**config.mk**
```make
export PLATFORM = sky130hd
export DESIGN_NAME = rvv_lane_sequencer
export DESIGN_NICKNAME = d
export VERILOG_FILES = /design/src/rtl/rvv_seq_pkg.sv /design/src/rtl/rvv_lane_idx_gen.sv /design/src/rtl/rvv_lane_sequencer.sv
export SDC_FILE = /design/constraint.sdc
export NUM_CORES = 1
export LEC_CHECK = 0
export BUFFER_PORTS_ARGS = -buffer_cell sky130_fd_sc_hd__buf_2
export CAP_MARGIN = 0
export CELL_PAD_IN_SITES_DETAIL_PLACEMENT = 1
export CELL_PAD_IN_SITES_GLOBAL_PLACEMENT = 2
export CORE_UTILIZATION = 37
export DETAILED_ROUTE_END_ITERATION = 12
export HOLD_SLACK_MARGIN = 0.08
export PLACE_DENSITY_LB_ADDON = 0.1
export SETUP_SLACK_MARGIN = 0.2
export SYNTH_ARGS = -nofsm -noshare
export SYNTH_HDL_FRONTEND = slang
export SYNTH_SLANG_ARGS = --single-unit
```
**constraint.sdc**
```tcl
create_clock -name clk -period 9.5 [get_ports clk]
set_input_delay 1.9 -clock clk [delete_from_list [all_inputs] [get_ports clk]]
set_output_delay 1.9 -clock clk [all_outputs]
set_load 0.01 [all_outputs]
```
**src/rtl/rvv_seq_pkg.sv**
```systemverilog
// Shared definitions for the vector lane sequencer: widths, SEW codes, FSM states
// and the vlmax / chunk-count helpers used when an op is accepted.
package rvv_seq_pkg;

    localparam int IDX_W  = 11;
    localparam int PART_W = 4;

    localparam logic [2:0] SEW_8  = 3'd0;
    localparam logic [2:0] SEW_16 = 3'd1;
    localparam logic [2:0] SEW_32 = 3'd2;
    localparam logic [2:0] SEW_64 = 3'd3;

    localparam logic [1:0] ST_IDLE = 2'd0;
    localparam logic [1:0] ST_RUN  = 2'd1;
    localparam logic [1:0] ST_DONE = 2'd2;
    localparam logic [1:0] ST_ERR  = 2'd3;

    typedef enum logic [1:0] {
        IDLE = ST_IDLE,
        RUN  = ST_RUN,
        DONE = ST_DONE,
        ERR  = ST_ERR
    } state_e;

    function automatic logic [IDX_W-1:0] calc_vlmax(input int vlen, input logic [1:0] sew);
        return IDX_W'(vlen >> (int'(sew) + 3));
    endfunction

    // Highest chunk offset: an element wider than a lane is split into 2^(sew_log-lane_width) parts.
    function automatic logic [PART_W-1:0] calc_part_max(input logic [1:0] sew, input int lane_width);
        int sew_log;
        sew_log = int'(sew) + 3;
        if (sew_log > lane_width)
            return PART_W'((1 << (sew_log - lane_width)) - 1);
        return '0;
    endfunction

endpackage

```
**src/rtl/rvv_lane_idx_gen.sv**
```systemverilog
// Per-lane element index, bounds check against eff_vl and v0 mask gating.
// Purely combinational; one instance per lane.
module rvv_lane_idx_gen
    import rvv_seq_pkg::*;
#(
    parameter int VLEN = 128,
    parameter int LANE = 0
) (
    input  logic [IDX_W-1:0] i_base,
    input  logic [IDX_W-1:0] i_eff_vl,
    input  logic             i_mask_en,
    input  logic [VLEN-1:0]  i_v0_mask,
    output logic [IDX_W-1:0] o_idx,
    output logic             o_valid,
    output logic             o_active
);

    localparam int               MW       = $clog2(VLEN);
    localparam logic [IDX_W-1:0] LANE_OFF = IDX_W'(LANE);

    logic w_mask_bit;

    assign o_idx   = i_base + LANE_OFF;
    assign o_valid = (o_idx < i_eff_vl);
    // Out-of-range lanes may alias a mask bit, but o_valid already kills them.
    assign w_mask_bit = i_v0_mask[o_idx[MW-1:0]];
    assign o_active   = o_valid & (~i_mask_en | w_mask_bit);

endmodule

```
**src/rtl/rvv_lane_sequencer.sv**
```systemverilog
// Issues beats of NUM_LANES element indices (plus sub-element chunk offset) for one
// vector op at a time, with vl clamping, vstart, v0 masking and downstream stall.
module rvv_lane_sequencer
    import rvv_seq_pkg::*;
#(
    parameter int VLEN       = 128,
    parameter int LANE_WIDTH = 3,
    parameter int NUM_LANES  = 4
) (
    input  logic                       clk,
    input  logic                       reset,
    input  logic                       start,
    input  logic [2:0]                 vsew,
    input  logic [IDX_W-1:0]           vl,
    input  logic [IDX_W-1:0]           vstart,
    input  logic                       mask_en,
    input  logic [VLEN-1:0]            v0_mask,
    input  logic                       stall,
    output logic                       busy,
    output logic                       done,
    output logic                       err,
    output logic [NUM_LANES-1:0]       lane_valid,
    output logic [NUM_LANES-1:0]       lane_active,
    output logic [IDX_W*NUM_LANES-1:0] lane_idx,
    output logic [PART_W-1:0]          part_idx,
    output logic                       last
);

    localparam logic [IDX_W-1:0] LANES_IDX = IDX_W'(NUM_LANES);

    state_e                     r_state, w_state_next;
    logic [IDX_W-1:0]           r_base, w_base_next;
    logic [PART_W-1:0]          r_part, w_part_next;
    logic [IDX_W-1:0]           r_eff_vl, w_eff_vl_next;
    logic [PART_W-1:0]          r_part_max, w_part_max_next;
    logic                       r_mask_en, w_mask_en_next;
    logic [VLEN-1:0]            r_v0_mask, w_v0_mask_next;

    logic [IDX_W-1:0]           w_vlmax;
    logic [IDX_W-1:0]           w_req_eff_vl;
    logic                       w_done_next;
    logic                       w_err_next;
    logic                       w_run_next;
    logic                       w_last_next;
    logic [NUM_LANES-1:0]       w_valid;
    logic [NUM_LANES-1:0]       w_active;
    logic [IDX_W*NUM_LANES-1:0] w_idx;

    logic                       r_busy;
    logic                       r_done;
    logic                       r_err;
    logic                       r_last;
    logic [NUM_LANES-1:0]       r_lane_valid;
    logic [NUM_LANES-1:0]       r_lane_active;
    logic [IDX_W*NUM_LANES-1:0] r_lane_idx;
    logic [PART_W-1:0]          r_part_idx;

    assign w_vlmax      = calc_vlmax(VLEN, vsew[1:0]);
    assign w_req_eff_vl = (vl < w_vlmax) ? vl : w_vlmax;

    always_comb begin
        w_state_next    = r_state;
        w_base_next     = r_base;
        w_part_next     = r_part;
        w_eff_vl_next   = r_eff_vl;
        w_part_max_next = r_part_max;
        w_mask_en_next  = r_mask_en;
        w_v0_mask_next  = r_v0_mask;
        w_done_next     = 1'b0;
        w_err_next      = 1'b0;

        case (r_state)
            IDLE: begin
                if (start) begin
                    w_eff_vl_next   = w_req_eff_vl;
                    w_part_max_next = calc_part_max(vsew[1:0], LANE_WIDTH);
                    w_mask_en_next  = mask_en;
                    w_v0_mask_next  = v0_mask;
                    w_base_next     = vstart;
                    w_part_next     = '0;
                    if (vsew[2]) begin
                        w_state_next = ERR;
                        w_err_next   = 1'b1;
                    end else if (vstart >= w_req_eff_vl) begin
                        w_state_next = DONE;
                        w_done_next  = 1'b1;
                    end else begin
                        w_state_next = RUN;
                    end
                end
            end
            RUN: begin
                // A stalled beat keeps every next-value equal to the current one,
                // so the registered beat outputs are recomputed bit-identically.
                if (!stall) begin
                    if (r_last) begin
                        w_state_next = DONE;
                        w_done_next  = 1'b1;
                    end else if (r_part == r_part_max) begin
                        w_part_next = '0;
                        w_base_next = r_base + LANES_IDX;
                    end else begin
                        w_part_next = r_part + PART_W'(1);
                    end
                end
            end
            DONE:    w_state_next = IDLE;
            ERR:     w_state_next = IDLE;
            default: w_state_next = IDLE;
        endcase

        w_run_next  = (w_state_next == RUN);
        w_last_next = w_run_next
                    && ((w_base_next + LANES_IDX) >= w_eff_vl_next)
                    && (w_part_next == w_part_max_next);
    end

    for (genvar gi = 0; gi < NUM_LANES; gi++) begin : g_lane
        rvv_lane_idx_gen #(
            .VLEN (VLEN),
            .LANE (gi)
        ) u_idx_gen (
            .i_base    (w_base_next),
            .i_eff_vl  (w_eff_vl_next),
            .i_mask_en (w_mask_en_next),
            .i_v0_mask (w_v0_mask_next),
            .o_idx     (w_idx[gi*IDX_W +: IDX_W]),
            .o_valid   (w_valid[gi]),
            .o_active  (w_active[gi])
        );
    end

    always_ff @(posedge clk or posedge reset) begin
        if (reset) begin
            r_state       <= IDLE;
            r_base        <= '0;
            r_part        <= '0;
            r_eff_vl      <= '0;
            r_part_max    <= '0;
            r_mask_en     <= 1'b0;
            r_v0_mask     <= '0;
            r_busy        <= 1'b0;
            r_done        <= 1'b0;
            r_err         <= 1'b0;
            r_last        <= 1'b0;
            r_lane_valid  <= '0;
            r_lane_active <= '0;
            r_lane_idx    <= '0;
            r_part_idx    <= '0;
        end else begin
            r_state       <= w_state_next;
            r_base        <= w_base_next;
            r_part        <= w_part_next;
            r_eff_vl      <= w_eff_vl_next;
            r_part_max    <= w_part_max_next;
            r_mask_en     <= w_mask_en_next;
            r_v0_mask     <= w_v0_mask_next;
            r_busy        <= w_run_next;
            r_done        <= w_done_next;
            r_err         <= w_err_next;
            r_last        <= w_last_next;
            r_lane_valid  <= w_run_next ? w_valid : '0;
            r_lane_active <= w_run_next ? w_active : '0;
            r_lane_idx    <= w_run_next ? w_idx : '0;
            r_part_idx    <= w_run_next ? w_part_next : '0;
        end
    end

    assign busy        = r_busy;
    assign done        = r_done;
    assign err         = r_err;
    assign last        = r_last;
    assign lane_valid  = r_lane_valid;
    assign lane_active = r_lane_active;
    assign lane_idx    = r_lane_idx;
    assign part_idx    = r_part_idx;

endmodule

```
==> results.py <==
metrics = {
    "yosys": {
        "synth_area_mm2": 0.01509,
        "synth_cell_type_count": 64,
        "synth_edf_count": 0,
        "syn_avg_cell_area_um2": 9.786,
        "syn_inst": 1542,
        "ys_seq_elements": 219,
        "ys.flop_type": "dfrtp_1",
        "async_reset_ff_frac": 1.000,
        "yosysSeqAreaShare": 0.3632,
        "yosys_warnings": 0,
    },
    "sta": {
        "whs_ns": 0.4958,
        "slew_violations": 0,
        "fmax_ghz": 0.1476,
        "layout_min_cycle_time_ns": 6.776,
        "tns_ns": 0,
        "final_hold_viol_count": 0,
        "rsz0062_at_grt": "false",
        "finalSetupViolations": 0,
        "period_share": 0.7133,
        "slew_headroom": 0.2697,
        "worst_pin_slew_ns": 1.095,
        "fin_worst_skew_ns": 0.009109,
    },
    "clock_tree": {
        "cts_tree": "done",
        "cts_max_level": 1,
        "clockBufferDepth": 3,
        "path_clk_slew_ns": 0.06,
        "cts_setup_buffers": 0,
        "root_buffer": "clkbuf_16",
        "cts.sinks": 219,
        "hold_buffers": 0,
        "cts_resized": 0,
        "cts_buffers": 26,
        "clk_latency_ns": 0.56,
    },
    "place": {
        "gp_congestion": 0.8455,
        "place.detailed.hpwl_mm": 38.06,
        "numPortBuffers": 217,
    },
    "critical_path": {
        "crit_type": "input pin to flop",
        "crit_fanout": 63,
        "arrival_ns": 7.18,
        "critPathCaptureType": "flop",
        "critPathLaunchType": "input pin",
        "required_ns": 9.91,
    },
    "route": {
        "route.detailed.drc": 0,
        "drt-total-wl_mm": 51.34,
        "dr_total_vias": 12240,
        "drt_iter0_drc": 533,
        "ant_nets": 0,
        "dr.pass1.iters": 4,
        "vias_per_cell": 5.406,
        "wl_per_cell_um": 22.68,
    },
    "global_routing": {
        "grt_pass1_vias": 13150,
        "grt_use_total": 0.2508,
        "grt_first_pass_wirelength_mm": 79.89,
        "grt_max_degree": 167,
        "antenna_found_initial": 0,
        "grt_overflow": 0,
    },
    "worst_hold_path": {
        "worstHoldPathType": "flop to flop",
    },
    "run_status": {
        "status": "finished, final reports clean",
    },
    "die": {
        "die_h_um": 204.0,
        "std_cell_rows": 73,
        "initial_core_util": 0.3772,
        "pin_count": 218,
        "dieArea_mm2": 0.04160,
        "core_mm2": 0.04001,
        "die_w_um": 204.0,
    },
    "final_layout": {
        "syn_to_final_growth_pct": 16.09,
        "final_common_cell": "dfrtp_1",
        "drive_above_1_share": 0.2444,
        "final_nets": 1949,
        "final_cell_mix": "dfrtp_1 (218), buf_2 (217), mux2i_1 (211)",
        "n_antenna_cell": 0,
    },
    "flow_run": {
        "drv_cap": 0,
    },
}
## metal layers
| layer | share of wire | track usage | up-vias |
|---|---|---|---|
| li1 | - | - | 5803 |
| met3 | 0.032 | 0.02663 | 53 |
| met1 | 0.45 | 0.3369 | 6191 |
| met2 | 0.50 | 0.4380 | 192 |
| met4 | 0.017 | 0.04531 | 0 |
| met5 | 0 | 0 | - |
## kinds of logic (layout without fill, tap and decap cells)
group,count (synthesis),in the layout,synth area share
AO/OA/AOI/OAI,259,259,0.1096
AND/OR/NAND/NOR,418,418,0.1341
XOR/XNOR,40,40,0.02595
flip-flops,219,219,0.3632
adder cells (fa/ha/maj),72,72,0.05953
other,1,5,0.0002485
multiplexers,328,328,0.2519
buffers and inverters,205,398,0.05555
## final timing paths
check | from | endpoint | slack, ns | cells past startpoint
setup / recovery | start | lane_active[0] | 2.72 | 16
max in group asynchronous | reset | r_v0_mask[95] | 6.62 | 3
hold reg to reg | r_v0_mask[59] | r_v0_mask[59] | 0.50 | 2
hold / removal | r_v0_mask[59] | r_v0_mask[59] | 0.50 | 2
setup reg to reg | r_state[0] | lane_active[1] | 3.57 | 14
min in group asynchronous | reset | lane_idx[33] | 1.49 | 2
## registers in the layout (all words and copies together) (netlist names), 2 cells and up
| name | count |
|---|---|
| r_state | 2 |
| lane_idx | 42 |
| r_part | 4 |
| r_v0_mask | 128 |
| r_eff_vl | 11 |
| r_base | 11 |
| part_idx | 4 |
| lane_active | 4 |
| lane_valid | 4 |
| r_part_max | 4 |
## stage by stage
step / instances / worst slack [ns] / area [um2] / utilization
after detailed placement: 2217 / 2.123 / 16660 / 0.4163
after CTS: 2264 / 2.710 / 17520 / 0.4379
final: 2264 / 2.724 / 17520 / 0.4379
after floorplan: 1546 / 1.607 / 15110 / -
after global routing: 2264 / 2.319 / 17520 / 0.4379
after global placement: 2217 / 2.136 / 16660 / 0.4163
## worst max-delay path, cell delays in order
cell	delay (ns)
buf_2	0.30
nor3b_2	0.26
buf_4	0.67
mux2_2	0.69
clkinv_2	0.13
buf_4	0.48
buf_4	0.64
mux2_2	0.44
nand2_1	0.07
and3_1	0.16
a31oi_1	0.04
mux2i_1	0.27
mux2i_1	0.12
mux2_2	0.30
o21ai_0	0.53
nor4_1	0.09
## cells in the mapped netlist, drive strengths merged (4+ instances only)
library cell,count,area share
a211oi,55,0.028
a21o,15,0.0075
a21oi,98,0.033
a311oi,4,0.0035
a31oi,7,0.0029
and2,28,0.012
and3,14,0.0058
buf,45,0.016
clkbuf,53,0.013
dfrtp,219,0.36
ha,71,0.059
inv,104,0.026
mux2,84,0.063
mux2i,211,0.14
mux4,33,0.049
nand2,96,0.024
nand2b,11,0.0046
nand3,33,0.011
nand4,8,0.0033
nor2,131,0.033
nor2b,58,0.024
nor3,17,0.0056
nor3b,4,0.0027
nor4,6,0.0025
o211ai,4,0.0020
o21a,9,0.0045
o21ai,33,0.011
o21bai,4,0.0020
o22ai,9,0.0037
xnor2,23,0.014
xor2,17,0.012
## area by class of cell
class                      instances  area (um2)
fill                            4604       22490
clock inverter                     6       35.03
clock buffer                      41       828.3
inverter                         107       410.4
tap                              525       656.9
multi-input combinational       1122        8803
sequential                       219        5484
timing repair buffer             244        1301
Power is left out: the tool's default activity adds up to more than one toggle a clock period on the data nets, which glitch-free logic cannot reach.
